--- src/rtl/pc_gen_way0.sv ---
// Way-0 fetch program-counter generator: issues sequential fetch addresses,
// tracks in-flight requests and marks responses to pre-jump requests as stale.
module pc_gen_way0 #(
    parameter logic [31:0] RESET_PC        = 32'h8000_0000,
    parameter logic [31:0] PC_STEP         = 32'd8,
    parameter int unsigned MAX_OUTSTANDING = 2
) (
    input  logic        clk,
    input  logic        reset_n,
    input  logic        ready_i,
    input  logic        dataOk_i,
    input  logic        jumpFlag_i,
    input  logic [31:0] jumpAddr_i,
    output logic        valid_o,
    output logic [31:0] instAddr_o,
    output logic        respValid_o,
    output logic        flush_o,
    output logic        misaligned_o,
    output logic [2:0]  outstanding_o
);

    typedef enum logic [1:0] {BOOT, RUN, FULL, DRAIN} state_e;

    localparam logic [2:0] MAX = 3'(MAX_OUTSTANDING);

    state_e      state_q, state_d;
    logic [31:0] addr_q, addr_d;
    logic [2:0]  out_q, out_d;
    logic [2:0]  drop_q, drop_d;
    logic        flush_q, flush_d;
    logic        mis_q, mis_d;
    logic        fire, dec;
    logic [2:0]  out_nxt;

    assign valid_o       = (state_q == RUN) && (out_q < MAX);
    assign instAddr_o    = addr_q;
    assign respValid_o   = dataOk_i && (out_q != '0) && (drop_q == '0);
    assign flush_o       = flush_q;
    assign misaligned_o  = mis_q;
    assign outstanding_o = out_q;

    assign fire    = valid_o & ready_i;
    assign dec     = dataOk_i & (out_q != '0);
    assign out_nxt = out_q + {2'b00, fire} - {2'b00, dec};

    always_comb begin
        state_d = state_q;
        addr_d  = addr_q;
        out_d   = out_nxt;
        drop_d  = drop_q;
        flush_d = 1'b0;
        mis_d   = 1'b0;

        unique case (state_q)
            BOOT: state_d = RUN;
            RUN, FULL: begin
                if (fire) addr_d = addr_q + PC_STEP;
                state_d = (out_nxt >= MAX) ? FULL : RUN;
            end
            DRAIN: begin
                drop_d  = drop_q - {2'b00, dec};
                state_d = (drop_d == '0) ? RUN : DRAIN;
            end
            default: state_d = BOOT;
        endcase

        // A jump overrides sequential advance; a same-cycle fire is already
        // counted in out_nxt and therefore lands in the drop count too.
        if (jumpFlag_i) begin
            addr_d  = {jumpAddr_i[31:2], 2'b00};
            flush_d = 1'b1;
            mis_d   = |jumpAddr_i[1:0];
            if (state_q == RUN || state_q == FULL) begin
                drop_d  = out_nxt;
                state_d = (out_nxt != '0) ? DRAIN : RUN;
            end
        end
    end

    always_ff @(posedge clk or negedge reset_n) begin
        if (!reset_n) begin
            state_q <= BOOT;
            addr_q  <= RESET_PC;
            out_q   <= '0;
            drop_q  <= '0;
            flush_q <= 1'b0;
            mis_q   <= 1'b0;
        end else begin
            state_q <= state_d;
            addr_q  <= addr_d;
            out_q   <= out_d;
            drop_q  <= drop_d;
            flush_q <= flush_d;
            mis_q   <= mis_d;
        end
    end

endmodule

--- config.mk ---
export PLATFORM = sky130hd
export DESIGN_NAME = pc_gen_way0
export DESIGN_NICKNAME = d
export VERILOG_FILES = /design/src/rtl/pc_gen_way0.sv
export SDC_FILE = /design/constraint.sdc
export NUM_CORES = 1
export LEC_CHECK = 0
export CORE_ASPECT_RATIO = 0.9
export CORE_UTILIZATION = 40
export DETAILED_ROUTE_END_ITERATION = 10
export DONT_BUFFER_PORTS = 1
export PLACE_DENSITY = 0.51
export SYNTH_ARGS = -nofsm -noshare
export SYNTH_HDL_FRONTEND = slang
export SYNTH_SLANG_ARGS = --single-unit
--- constraint.sdc ---
create_clock -name clk -period 4.5 [get_ports clk]
set_input_delay 0.9 -clock clk [delete_from_list [all_inputs] [get_ports clk]]
set_output_delay 0.9 -clock clk [all_outputs]
set_load 0.05 [all_outputs]
### Word-level counts from Yosys, hierarchy flattened

Index checks and enable logic that the tools add are counted.

| storage, ports and cells | value |
|---|---|
| register bits | 42 |
| input bits | 37 |
| output and inout port bits | 39 |

| operators by class | value |
|---|---|
| $add $sub $neg | 4 |
| magnitude comparators | 2 |
| equal/unequal tests | 3 |
| mux-type cells | 14 |
| bitwise operators | 2 |
| reductions and logical operators | 14 |

Operators with widths:

| cell | count |
|---|---|
| two-way mux 32 bit | 3 |
| adder 32 x 4 -> 32 bit, second input constant | 1 |
| two-way mux 2 bit | 5 |
| two-way mux 3 bit | 3 |
| logical NOT 3 bit | 2 |
| one-hot mux 2 bit (3 select lines) | 1 |
| nonzero test 3 bit | 2 |
| subtractor 3 x 1 -> 3 bit | 2 |
| equality test 2 bit, second input constant | 2 |
| nonzero test 2 bit | 2 |
| OR reduction 2 bit | 2 |
| adder 3 x 1 -> 3 bit | 1 |
| greater-or-equal comparator 3 x 2 -> 1 bit, second input constant | 1 |
| logical AND 1 bit | 3 |
| less-than comparator 3 x 2 -> 1 bit, second input constant | 1 |
| AND 1 bit | 2 |
| equality test 2 x 1 -> 1 bit, second input constant | 1 |
| logical NOT 2 bit | 1 |
| two-way mux 1 bit | 2 |
| AND reduction 2 bit | 1 |
| logical OR 1 bit | 1 |

### Logic depth before layout (Yosys ltp)

Gate-level depths: netlist (run 1).

| logic depth | value |
|---|---|
| depth in word-level cells | 10 |
| mapped depth | 12 |

### Least setup slack after synthesis (run 1)

No wires, ideal clock.

| timing | value |
|---|---|
| path kind | input -> output |
| from | in dataOk_i |
| to | out respValid_o |
| arrival | 2.483 ns |
| required time | 3.600 ns |
| slack | 1.117 ns |
| stages | 2 |
| cell sequence | o31ai_2 nor4_1 |

| between the ends | value |
|---|---|
| word-level cells in the longest chain between the ends | 2 |

Ends and longest elaborated chain:

| element | line | RTL |
|---|---|---|
| start: declaration | 11 | `input logic dataOk_i,` |
| logical AND 1 bit (2 in a row) | 37 | `assign respValid_o = dataOk_i && (out_q != '0) && (drop_q == '0);` |
| end: declaration | 16 | `output logic respValid_o,` |

Every way passes these cells.

### Worst setup path after layout (run 1)

| timing | value |
|---|---|
| from | reg out_q[1], in the netlist outstanding_o[1] |
| to | reg state_q[0] |

| between the ends | value |
|---|---|
| word-level cells in the longest chain between the ends | 10 |
| elaborated cells on any way between the ends | 12 |
| those cells by class | 2 x add/sub; 2 x order compare; 4 x mux; 2 x bitwise; 2 x reduce/logical |

Ends and longest elaborated chain:

| element | line | RTL |
|---|---|---|
| start: declaration | 28 | `logic [2:0] out_q, out_d;` |
| start signal: assignment | 91 | `out_q <= out_d;` |
| less-than comparator 3 x 2 -> 1 bit | 35 | `assign valid_o = (state_q == RUN) && (out_q < MAX);` |
| logical AND 1 bit | 35 |  |
| AND 1 bit | 42 | `assign fire = valid_o & ready_i;` |
| adder 3 x 1 -> 3 bit | 44 | `assign out_nxt = out_q + {2'b00, fire} - {2'b00, dec};` |
| subtractor 3 x 1 -> 3 bit * | 44 |  |
| via out_d[2] | 28 |  |
| greater-or-equal comparator 3 x 2 -> 1 bit * | 58 | `state_d = (out_nxt >= MAX) ? FULL : RUN;` |
| two-way mux 2 bit * | 58 |  |
| one-hot mux 2 bit (3 select lines) * | 54 | `unique case (state_q)` |
| two-way mux 2 bit | 73 | `if (state_q == RUN \|\| state_q == FULL) begin` |
| two-way mux 2 bit * | 69 | `if (jumpFlag_i) begin` |
| via state_d[0] | 26 | `state_e state_q, state_d;` |
| end signal: assignment | 89 | `state_q <= state_d;` |
| end: declaration | 26 |  |

Mark *: on every way through the listed nets, which the timed path passes. The rest lies on a longest branch.
A chain may end at the register's enable or synchronous reset.

==> results.yml, run 1 <==
floorplanning:
  core_mm2: 0.00576
  rows: 26
  die_x_um: 84.1
  die_h_um: 75.9
  dieArea_mm2: 0.00639
  ioPinCount: 76
  start_util_pct: 42.2
power:
  p_per_area_mw_per_mm2: 505
  p_comb_share_pct: 28.9
  power_switching_mw: 0.575
  peakVddDrop_mv: 0.197
  p_leak_nw: 0.969
  p_seq_share_pct: 51.3
  switching_share_pct: 44.9
  power_mw: 1.28
  pwr-share-clk_pct: 19.8
  intPower_mw: 0.706
global_route:
  grt_pass1_vias: 1813
  grt_use_total_pct: 19.2
  antenna_found_initial: 0
  use_met1_pct: 27.8
  top_usage_layer: "met2"
  grt.overflow.total: 0
  grt_pass1_wl_um: 9690
  use_met2_pct: 27.9
  grt_start_max_net_pins: 41
  use_met3_pct: 5.45
timing:
  hold_slack_ps: 290
  period_share_pct: 62.0
  slew_headroom_pct: 39.1
  hold_viol_final: 0
  worst_pin_slew_ps: 912
  final_max_slew_viol_count: 0
  layout_setup_ws_ps: 1710
  grt_setup_unrepaired: "false"
  clock.fmax_ghz: 0.358
  finalSetupViolations: 0
  fin_skew_ps: 6.01
  tns_ps: 0
  period_minus_slack_ps: 2790
clock_network:
  clock_latency_ps: 300
  clockBufferDepth: 2
  cts_buffers: 5
  cts.sinks: 40
  cts_tree: "yes"
  h-tree-depth: 2
  cts-root-buf: "clkbuf_8"
  path_clk_slew_ps: 80
  cts_setup_buffers: 0
  holdBufCountCts: 0
  cts_resized: 0
placed_design:
  dpl.hpwl_um: 4130
  place_inst: 319
  dp_slack_ps: 1690
  port_buffers: 0
  globalplace.congestion: 0.753
  placement.cell_area_mm2: 0.00244
routing:
  drt-total-wl_um: 5860
  drc: 11
  vias_per_cell: 6.02
  drt_pass1_iterations: 7
  postRouteAntennaNets: 0
  via_count: 1967
  routedWlPerCell_um: 17.9
  drt_iter0_drc: 101
worst_setup_path:
  crit_path_max_incr_delay_ps: 720
  path_max_fanout: 7
  startpoint_type: "flip-flop"
  r2r_cells: 11
  path_class: "flip-flop to flip-flop"
  path_buf_inv: 2
  crit_required_ps: 4680
  arrival_ps: 2970
  worstPathCellList: "inv_1 -> ha_1 -> and3_1 -> xnor2_1 -> ha_1 -> inv_1 -> fa_1 -> xor2_1 -> nor2_1 -> o21ai_0 -> nand3_1"
  crit_family: "adder cells"
  r2r_slack_ps: 1710
  rr_startpoint: "outstanding_o[1]"
  cp_slowest_cell: "dfrtp_1"
  critPathCaptureType: "flip-flop"
  timing.rr.end: "state_q[0]"
cells_and_area:
  design_area_mm2: 0.00253
  fin_nets: 301
  post-route-util_pct: 44.0
  diodes: 0
  drive_gt1_share_pct: 7.78
  area_growth_pct: 4.38
  final_cells: 327
yosys:
  syn_area_per_cell_um2: 9.27
  yosys-top-cells-count: "39 x dfrtp_1, 25 x nand2_1, 22 x nor2_1"
  synth_largest_area_cell: "dfrtp_1"
  yosysWarnings: 0
  synth_cells: 262
  syn-cell-area_mm2: 0.00243
  yosys_register_bits: 40
  ys.flop_type: "dfrtp_1"
  yosysMostFrequentCell: "dfrtp_1"
  async_flop_share_pct: 100
  synth_cell_type_count: 45
  yosysSeqAreaShare_pct: 41.3
  synth.top_cell.area_share_pct: 40.2
  synth.area.top_cells: "dfrtp_1 40%, or4_1 4.0%, nand2_1 3.9%, o31ai_1 3.7%, a31oi_1 3.6%"
  synth_edf_count: 0
run_status:
  violations: "DRC"
  outcome: "complete, but fails checks"
min_path:
  min_path_type: "input port to async pin"
flow_run:
  cap_viol_max_count: 0
==> power groups by stage <==
stage                     logic (mW)  clock network [mW]  registers (mW)
after global routing           0.424               0.278           0.669
after floorplan                0.314                   0           0.641
final                          0.370               0.253           0.658
after detailed placement       0.370                   0           0.665
after CTS                      0.374               0.256           0.658
after global placement         0.369                   0           0.666
==> layer usage <==
layer / part of all wire (%) / wire, µm
met5: 0 / 0
met2: 43 / 2530
met3: 5.5 / 322
met4: 1.1 / 65
met1: 50 / 2940
==> worst max path at each step <==
| stage | cells after the start | startpoint | to |
|---|---|---|---|
| 5_1_grt | 11 | outstanding_o[1] | state_q[0] |
| 4_1_cts | 11 | outstanding_o[1] | state_q[0] |
| 2_1_floorplan | 2 | dataOk_i | respValid_o |
| 3_5_place_dp | 11 | outstanding_o[1] | state_q[0] |
| 3_3_place_gp | 11 | outstanding_o[1] | state_q[0] |
| 6_report | 11 | outstanding_o[1] | state_q[0] |
==> flip-flops by register name (all words and copies together) (netlist names) <==
name           cells
instAddr_o        30
drop_q             3
outstanding_o      3
state_q            2
flush_o            1
misaligned_o       1
==> final cells by class <==
class	instances	area, µm²
clock buffer	8	90.1
fill	562	3220
inverter	12	45.0
multi-input combinational	196	1300
sequential	40	1000
tap	70	87.6
timing repair buffer	1	7.51
==> placed cells by master (no fill, tap or decap), drive strengths merged, types with 8 or more instances in the layout <==
cell     n
or4     13
xor2     8
inv     12
nand3   10
nand4   13
o21ai   15
o31ai   13
nor2    22
dfrtp   39
xnor2    8
and3     8
clkbuf   8
nand2   27
a31oi   14
==> cells by family (layout without fill, tap and decap cells) <==
kind of cell	count (synthesis)	in the layout	share of synthesized area, %
buffers and inverters	27	21	5.51
adder cells (fa/ha/maj)	8	8	4.43
AND/OR/NAND/NOR	112	112	26.2
AO/OA/AOI/OAI	53	53	14.4
flip-flops	40	40	41.3
XOR/XNOR	16	16	5.77
other	1	2	0.154
multiplexers	5	5	2.22
==> worst register-to-register path: cells and delay by family (launching register included) <==
kind,cells,cell delay [ps]
fa+ha+maj,3,780
flops,1,720
simple gates,3,460
xor+xnor,2,420
buf+inv,2,150
compound gates,1,140
Power figures use the tool's default switching activity.
==> run 2, diff against run 1 <==
clock period = 2.6 ns   (was 4.5 ns; I/O delays follow)
==> run 2 against run 1 <==
The run still ends with DRC left. Combinational power increased to 2.8 times the previous value. Clock-buffer cell count shrank 1. Critical path type unchanged. Wire length rose by 3.7%. Fmax grew 19%. Worst setup slack lost 1500 ps. Largest power group is now combinational logic. First-iteration DRC count increased by 19%. Die area did not move. Non-clock buffer count grew 33. Register-to-register slack lost 1500 ps.
==> results.yml, run 2 (synthesis gave the netlist of run 1 again) <==
worst_setup_path:
  r2r_slack_ps: 250
  critPathCaptureType: "flip-flop"
  rr_startpoint: "outstanding_o[1]"
  r2r_cells: 11
  path_max_fanout: 4
  timing.rr.end: "state_q[0]"
  path_class: "flip-flop to flip-flop"
  crit_required_ps: 2780
  startpoint_type: "flip-flop"
  arrival_ps: 2540
floorplanning:
  core_mm2: 0.00576
  die_x_um: 84.1
  dieArea_mm2: 0.00639
  start_util_pct: 42.2
  rows: 26
  ioPinCount: 76
  die_h_um: 75.9
timing:
  hold_slack_ps: 57.7
  slew_headroom_pct: 56.8
  finalSetupViolations: 0
  final_max_slew_viol_count: 0
  period_minus_slack_ps: 2350
  period_share_pct: 90.5
  tns_ps: 0
  hold_viol_final: 0
  clock.fmax_ghz: 0.425
  worst_pin_slew_ps: 647
  layout_setup_ws_ps: 247
  grt_setup_unrepaired: "false"
  fin_skew_ps: 12.4
run_status:
  outcome: "complete, but fails checks"
  violations: "DRC"
cells_and_area:
  drive_gt1_share_pct: 19.0
  fin_nets: 334
  layout_common_cells: "38 x dfrtp_1, 33 x buf_4, 25 x nand2_1"
  largest_register_ffs: 30
  final_common_cell: "dfrtp_1"
  fillers: 552
  diodes: 0
  area_growth_pct: 15.3
placed_design:
  dp_slack_ps: 271
  globalplace.congestion: 0.804
  dpl.hpwl_um: 4340
  port_buffers: 0
power:
  p_leak_nw: 1.13
  peakVddDrop_mv: 0.282
  p_per_area_mw_per_mm2: 843
clock_network:
  clockBufferDepth: 2
  cts_resized: 0
  path_clk_slew_ps: 80
  cts_tree: "yes"
  cts-root-buf: "clkbuf_8"
  cts.sinks: 40
  h-tree-depth: 2
  cts_buffers: 5
  clock_latency_ps: 300
global_route:
  antenna_found_initial: 0
  grt_pass1_wl_um: 10400
  grt.overflow.total: 0
  grt_use_total_pct: 20.5
  grt_pass1_vias: 2074
  grt_start_max_net_pins: 40
routing:
  via_count: 2049
  drc: 15
  drt_pass1_iterations: 7
  drt-total-wl_um: 6070
  vias_per_cell: 5.69
  drt_iter0_drc: 120
  routedWlPerCell_um: 16.9
  postRouteAntennaNets: 0
flow_run:
  cap_viol_max_count: 0
min_path:
  min_path_type: "input port to async pin"
[run 2: cell count changes in the layout (fill, tap and decap cells not counted)]
cell | previous run | this run
buf_4 | 1 | 33
buf_12 | 0 | 1
clkbuf_1 | 2 | 1
clkinvlp_4 | 0 | 1
dfrtp_1 | 39 | 38
dfrtp_2 | 0 | 1
[run 2: layout make-up]
cell class                      instances  area (µm²)  share of cell area [%]
Clock buffer                            7        86.3                    3.08
Sequential cell                        40        1000                    35.8
Clock inverter                          1        7.51                   0.268
Multi-Input combinational cell        196        1300                    46.5
Timing Repair Buffer                   34         268                    9.56
Tap cell                               70        87.6                    3.13
Inverter                               12        45.0                    1.61
[run 2: per-layer routing]
layer | wire length (µm) | global-route usage (%) | up-vias
met3 | 396 | 5.66 | 7
met1 | 2870 | 27.7 | 964
li1 | - | - | 1018
met4 | 72 | 6.21 | 0
met5 | 0 | 0 | -
met2 | 2740 | 32.1 | 60
[run 2: worst max-delay path: stages, from the launching register on]
cell and delay [ps]:
dfrtp_2 410, inv_1 50, ha_1 220, and3_1 210
xnor2_1 140, ha_1 160, inv_1 50, fa_1 370
xor2_1 290, nor2_1 90, o21ai_0 150, nand3_1 90
[run 2: repair_timing]
action	4_1_cts	5_1_grt
hold buffers	1	0
hold endpoints to repair	39	0
buffers inserted	0	0
[run 2: how the worst max path moves through the flow]
| stage | startpoint | to | slack, ps | cells past startpoint |
|---|---|---|---|---|
| finish | outstanding_o[1] | state_q[0] | 250 | 11 |
| CTS | outstanding_o[1] | state_q[0] | 250 | 11 |
| global placement | outstanding_o[1] | state_q[0] | 360 | 11 |
| detailed placement | outstanding_o[1] | state_q[0] | 270 | 11 |
| global route | outstanding_o[1] | state_q[0] | 70 | 11 |
| floorplan | outstanding_o[2] | state_q[0] | 40 | 12 |
[run 2: per-stage QoR]
step | instance area (µm²) | power [mW] | std cells | utilization, %
CTS | 2800 | 2.39 | 360 | 48.6
global route | 2800 | 2.53 | 360 | 48.6
global placement | 2690 | 1.91 | 351 | 46.7
floorplan | 2440 | 1.66 | 263 | -
detailed placement | 2690 | 1.92 | 351 | 46.7
finish | 2800 | 2.36 | 360 | 48.6
[run 2: power breakdown]
part	total (mW)	internal [mW]	switching (mW)
Sequential	0.869	0.744	0.125
Combinational	1.05	0.361	0.693
Clock	0.438	0.216	0.223
Total	2.36	1.32	1.04
